==> config.mk <==
export PLATFORM = sky130hd
export DESIGN_NAME = ci_initiator
export DESIGN_NICKNAME = d
export VERILOG_FILES = /design/src/rtl/ci_initiator.sv
export SDC_FILE = /design/constraint.sdc
export NUM_CORES = 1
export LEC_CHECK = 0
export ABC_CLOCK_PERIOD_IN_PS = 6500
export CORE_MARGIN = 1
export CORE_UTILIZATION = 42
export DETAILED_ROUTE_END_ITERATION = 10
export MAX_ROUTING_LAYER = met4
export PLACE_DENSITY = 0.85
export SLEW_MARGIN = 10
export SYNTH_ARGS = -nofsm -noshare
export SYNTH_HDL_FRONTEND = slang
export SYNTH_SLANG_ARGS = --single-unit
==> constraint.sdc <==
create_clock -name clock -period 6.5 [get_ports clock]
set_input_delay 1.3 -clock clock [delete_from_list [all_inputs] [get_ports clock]]
set_output_delay 1.3 -clock clock [all_outputs]
set_load 0.02 [all_outputs]
==> src/rtl/ci_initiator.sv <==
// ci_initiator: CPU-side end of the custom-instruction interface.
// Takes one pipeline request at a time and broadcasts it to the ISEs with a
// one-cycle start pulse. It then waits for the OR-ed done line and returns
// the captured result, or a timeout response if nobody answers in time.
// Every output is a flop whose next value is derived from the next state.
// The ports therefore never carry combinational paths from the inputs.
module ci_initiator #(
    parameter int unsigned TIMEOUT_CYCLES = 255
) (
    input  logic        clock,
    input  logic        reset,
    input  logic        reqValid,
    output logic        reqReady,
    input  logic [7:0]  reqIseId,
    input  logic [31:0] reqValueA,
    input  logic [31:0] reqValueB,
    output logic        ciStart,
    output logic [7:0]  ciIseId,
    output logic [31:0] ciValueA,
    output logic [31:0] ciValueB,
    input  logic        ciDone,
    input  logic [31:0] ciResult,
    output logic        rspValid,
    output logic [31:0] rspResult,
    output logic        rspTimeout,
    output logic        busy,
    output logic        errSpurious
);

    localparam int unsigned CNT_W = $clog2(TIMEOUT_CYCLES + 1);
    localparam logic [CNT_W-1:0] CNT_MAX = CNT_W'(TIMEOUT_CYCLES);

    typedef enum logic [1:0] {
        ST_IDLE  = 2'd0,
        ST_ISSUE = 2'd1,
        ST_WAIT  = 2'd2,
        ST_RESP  = 2'd3
    } state_t;

    state_t            state_q, state_d;
    logic [CNT_W-1:0]  cnt_q, cnt_d;
    logic [7:0]        id_q, id_d;
    logic [31:0]       val_a_q, val_a_d;
    logic [31:0]       val_b_q, val_b_d;

    logic              req_ready_q, req_ready_d;
    logic              ci_start_q, ci_start_d;
    logic [7:0]        ci_ise_id_q, ci_ise_id_d;
    logic [31:0]       ci_value_a_q, ci_value_a_d;
    logic [31:0]       ci_value_b_q, ci_value_b_d;
    logic              rsp_valid_q, rsp_valid_d;
    logic [31:0]       rsp_result_q, rsp_result_d;
    logic              rsp_timeout_q, rsp_timeout_d;
    logic              busy_q, busy_d;
    logic              err_spurious_q, err_spurious_d;
    logic              drive_ci_s;

    // Next-state, latch/capture and registered-output computation.
    always_comb begin
        state_d        = state_q;
        cnt_d          = cnt_q;
        id_d           = id_q;
        val_a_d        = val_a_q;
        val_b_d        = val_b_q;
        rsp_result_d   = rsp_result_q;
        rsp_timeout_d  = 1'b0;
        err_spurious_d = err_spurious_q;

        case (state_q)
            ST_IDLE: begin
                if (reqValid) begin
                    id_d    = reqIseId;
                    val_a_d = reqValueA;
                    val_b_d = reqValueB;
                    state_d = ST_ISSUE;
                end else begin
                    state_d = ST_IDLE;
                end
                if (ciDone) begin
                    err_spurious_d = 1'b1;
                end else begin
                    err_spurious_d = err_spurious_q;
                end
            end
            ST_ISSUE: begin
                if (ciDone) begin
                    rsp_result_d = ciResult;
                    state_d      = ST_RESP;
                end else begin
                    cnt_d   = CNT_W'(1);
                    state_d = ST_WAIT;
                end
            end
            ST_WAIT: begin
                // A done on the last counted cycle still beats the timeout.
                if (ciDone) begin
                    rsp_result_d = ciResult;
                    state_d      = ST_RESP;
                end else if (cnt_q == CNT_MAX) begin
                    rsp_result_d  = 32'd0;
                    rsp_timeout_d = 1'b1;
                    state_d       = ST_RESP;
                end else begin
                    cnt_d = cnt_q + CNT_W'(1);
                end
            end
            ST_RESP: begin
                state_d = ST_IDLE;
                if (ciDone) begin
                    err_spurious_d = 1'b1;
                end else begin
                    err_spurious_d = err_spurious_q;
                end
            end
            default: begin
                state_d = ST_IDLE;
            end
        endcase

        drive_ci_s   = (state_d == ST_ISSUE) || (state_d == ST_WAIT);
        req_ready_d  = (state_d == ST_IDLE);
        ci_start_d   = (state_d == ST_ISSUE);
        ci_ise_id_d  = drive_ci_s ? id_d    : 8'd0;
        ci_value_a_d = drive_ci_s ? val_a_d : 32'd0;
        ci_value_b_d = drive_ci_s ? val_b_d : 32'd0;
        rsp_valid_d  = (state_d == ST_RESP);
        busy_d       = (state_d != ST_IDLE);
    end

    // State, latched request and output registers with asynchronous reset.
    always_ff @(posedge clock or posedge reset) begin
        if (reset) begin
            state_q        <= ST_IDLE;
            cnt_q          <= '0;
            id_q           <= 8'd0;
            val_a_q        <= 32'd0;
            val_b_q        <= 32'd0;
            req_ready_q    <= 1'b1;
            ci_start_q     <= 1'b0;
            ci_ise_id_q    <= 8'd0;
            ci_value_a_q   <= 32'd0;
            ci_value_b_q   <= 32'd0;
            rsp_valid_q    <= 1'b0;
            rsp_result_q   <= 32'd0;
            rsp_timeout_q  <= 1'b0;
            busy_q         <= 1'b0;
            err_spurious_q <= 1'b0;
        end else begin
            state_q        <= state_d;
            cnt_q          <= cnt_d;
            id_q           <= id_d;
            val_a_q        <= val_a_d;
            val_b_q        <= val_b_d;
            req_ready_q    <= req_ready_d;
            ci_start_q     <= ci_start_d;
            ci_ise_id_q    <= ci_ise_id_d;
            ci_value_a_q   <= ci_value_a_d;
            ci_value_b_q   <= ci_value_b_d;
            rsp_valid_q    <= rsp_valid_d;
            rsp_result_q   <= rsp_result_d;
            rsp_timeout_q  <= rsp_timeout_d;
            busy_q         <= busy_d;
            err_spurious_q <= err_spurious_d;
        end
    end

    assign reqReady    = req_ready_q;
    assign ciStart     = ci_start_q;
    assign ciIseId     = ci_ise_id_q;
    assign ciValueA    = ci_value_a_q;
    assign ciValueB    = ci_value_b_q;
    assign rspValid    = rsp_valid_q;
    assign rspResult   = rsp_result_q;
    assign rspTimeout  = rsp_timeout_q;
    assign busy        = busy_q;
    assign errSpurious = err_spurious_q;

endmodule

==> results_dict.tcl <==
set metrics [dict create \
    io_buffers 217 \
    first_iter_violations 163 \
    r2r-end "ciValueA[22]$_DFF_PP0_" \
    fin_setup_tns_ns 0 \
    clock_skew_ns 0.00899 \
    holdBufCountCts 0 \
    grt_usage_pct 18.8 \
    cp-start-kind "primary input" \
    antenna_cells 0 \
    nets 789 \
    detail_route.vias_per_cell 4.83 \
    synth_warnings 0 \
    critical_path_arrival_ns 3.86 \
    ys_seq_elements 192 \
    p_leak_nw 4.26 \
    r2r_slack_ns 3.66 \
    worstPathMaxFanout 49 \
    std_cell_rows 46 \
    syn_inst 455 \
    clock_path_buffers 2 \
    wire_per_inst_um 16.8 \
    r2r_cells 7 \
    hpwl_mm 10.4 \
    grt_max_degree 193 \
    period_minus_slack_ns 3.57 \
    cts_inserted_buffers 17 \
    dieHeight_um 130 \
    design.portCount 218 \
    worst_slew_pin_slew_ns 1.00 \
    grt_pass1_wl_mm 23.2 \
    postRouteAntennaNets 0 \
    max_freq_ghz 0.280 \
    yosysUniqueCellTypes 35 \
    clkSlewWorstSetupHoldPaths_ns 0.07 \
    min_path_type "register to register" \
    r2r_start "cnt_q[6]$_DFFE_PP0P_" \
    drv_slew 0 \
    core_area_sq_um 15900 \
    drtPass1Iterations 4 \
    run_status "completed" \
    post-route-period-util_pct 55.0 \
    syn_area_per_cell_sq_um 15.2 \
    start_util_pct 43.3 \
    worstSetupStartpoint "ciDone" \
    endpoint "ciValueA[22]$_DFF_PP0_" \
    clock-sinks 192 \
    hold_viol 0 \
    drcViolationCount 0 \
    grt_pass1_vias 4648 \
    htreeDepth 4 \
    drt-total-wl_mm 15.1 \
    worstPathRequired_ns 6.78 \
    cts_tree "done" \
    power.density_nw_per_um2 540 \
    gr-total-overflow 0 \
    antenna_found_initial 0 \
    ir_drop_uv 395 \
    cap_violations 0 \
    critPathKind "primary input to register" \
    mostFrequentLayoutCells "217 x clkdlybuf4s50_1, 191 x dfrtp_1, 72 x mux2_2, 72 x nor2b_1, 35 x a22o_1" \
    post-cts-setup-buffers 0 \
    rsz0062_at_grt "no" \
    synth_seq_area_share_pct 69.6 \
    root_buffer "clkbuf_16" \
    die-area_sq_um 17000 \
    nFillCells 1214 \
    synth_fp_nets 572 \
    slew_headroom_pct 33.4 \
    vias 4350 \
    setup_viol 0 \
    whs_ns 0.472 \
    drive_gt1_share_pct 16.8 \
    gp_congestion 0.833 \
    end_kind "register" \
    area_growth_syn_to_layout_pct 42.8 \
    final_common_cell "clkdlybuf4s50_1" \
    synth_area_sq_um 6910 \
    die_w_um 130 \
    clk_latency_ns 0.42 \
    ctsResizeCount 0 \
]
[flip-flops by register name, summed over array words and instances, names as in the netlist, 2 cells and up]
register	flops
ciValueB	32
val_b_q	32
rspResult	32
cnt_q	8
ciValueA	32
id_q	8
state_q	2
val_a_q	32
ciIseId	8
[worst min-delay path by stage]
stage                             from                       to  slack [ns]  depth (start not counted)
6_report       errSpurious$_DFFE_PP0P_  errSpurious$_DFFE_PP0P_        0.47                          1
5_1_grt        errSpurious$_DFFE_PP0P_  errSpurious$_DFFE_PP0P_        0.50                          1
4_1_cts        errSpurious$_DFFE_PP0P_  errSpurious$_DFFE_PP0P_        0.48                          1
3_5_place_dp   errSpurious$_DFFE_PP0P_  errSpurious$_DFFE_PP0P_        0.46                          1
3_3_place_gp   errSpurious$_DFFE_PP0P_  errSpurious$_DFFE_PP0P_        0.47                          1
2_1_floorplan        id_q[0]$_DFF_PP0_        id_q[0]$_DFF_PP0_        0.47                          1
[logic make-up (layout without fill, tap and decap cells)]
group	after synthesis	count (layout)	share of synthesized area, %
flip-flops	192	192	69.6
buffers and inverters	29	259	1.81
multiplexers	72	72	11.7
AND/OR/NAND/NOR	97	97	8.44
XOR/XNOR	3	3	0.381
adder cells (fa/ha/maj)	9	9	1.63
AO/OA/AOI/OAI	53	53	6.40
[where the power goes]
group          internal, mW  switching [mW]
combinational          1.15            1.29
clock                 0.507           0.446
sequential             1.76           0.183
total                  3.41            1.92
[worst max-delay path: stages]
cell and delay [ns]:
clkdlybuf4s50_1 0.52, a41oi_1 0.34, nand2_1 0.12, a22o_1 0.23
ha_2 0.67, buf_4 0.54, nor2b_1 0.12
[layout make-up]
class | instances | area [sq um] | area share [%]
inverters | 7 | 30.0 | 0.305
clock buffers | 19 | 443 | 4.49
clock inverters | 13 | 106 | 1.08
well taps | 216 | 270 | 2.74
repair buffers | 220 | 2210 | 22.4
multi-input cells | 234 | 2000 | 20.3
flip-flops and latches | 192 | 4810 | 48.7
[synth_stat cells]
master | n | area (sq um)
nand2b_1 | 1 | 6.26
a22oi_1 | 1 | 7.51
o21ba_2 | 1 | 10.0
o21ai_0 | 2 | 10.0
buf_4 | 1 | 7.51
or3_4 | 1 | 11.3
nand2_1 | 4 | 15.0
a211oi_1 | 1 | 7.51
mux2_2 | 72 | 811
a2111oi_0 | 1 | 8.76
o21bai_4 | 1 | 18.8
or3_1 | 1 | 6.26
inv_1 | 7 | 26.3
and4_1 | 1 | 8.76
nand3_1 | 3 | 15.0
a21oi_1 | 4 | 20.0
a21o_1 | 2 | 15.0
clkbuf_1 | 10 | 37.5
o31ai_1 | 2 | 15.0
buf_2 | 10 | 50.1
xnor2_1 | 2 | 17.5
dfrtp_1 | 191 | 4780
ha_1 | 9 | 113
nor2b_1 | 72 | 450
xor2_1 | 1 | 8.76
buf_1 | 1 | 3.75
nor2_1 | 9 | 33.8
a41oi_1 | 1 | 8.76
or4_1 | 2 | 15.0
a31oi_1 | 1 | 6.26
o211ai_1 | 1 | 7.51
dfstp_2 | 1 | 26.3
nor4b_1 | 1 | 8.76
nand4_1 | 2 | 12.5
a22o_1 | 35 | 307
[routing by layer]
metal,up-vias,wire [um],track usage (%)
met5,-,0,-
li1,1991,-,-
met4,0,223,5.68
met2,164,7770,31.9
met1,2176,5830,20.3
met3,19,1280,7.18
[metrics by stage]
| step | util, % | instances | total power, mW | setup slack (ns) | instance area, sq um |
|---|---|---|---|---|---|
| 3_3_place_gp | 58.4 | 869 | 4.28 | 2.60 | 9310 |
| 4_1_cts | 61.8 | 901 | 5.40 | 2.90 | 9860 |
| 2_1_floorplan | - | 455 | 3.44 | 2.72 | 6910 |
| 3_5_place_dp | 58.4 | 869 | 4.43 | 2.45 | 9310 |
| 6_report | 61.9 | 901 | 5.33 | 2.93 | 9860 |
| 5_1_grt | 61.9 | 901 | 5.67 | 2.73 | 9860 |
No activity file was read; power rests on OpenSTA's default activity.
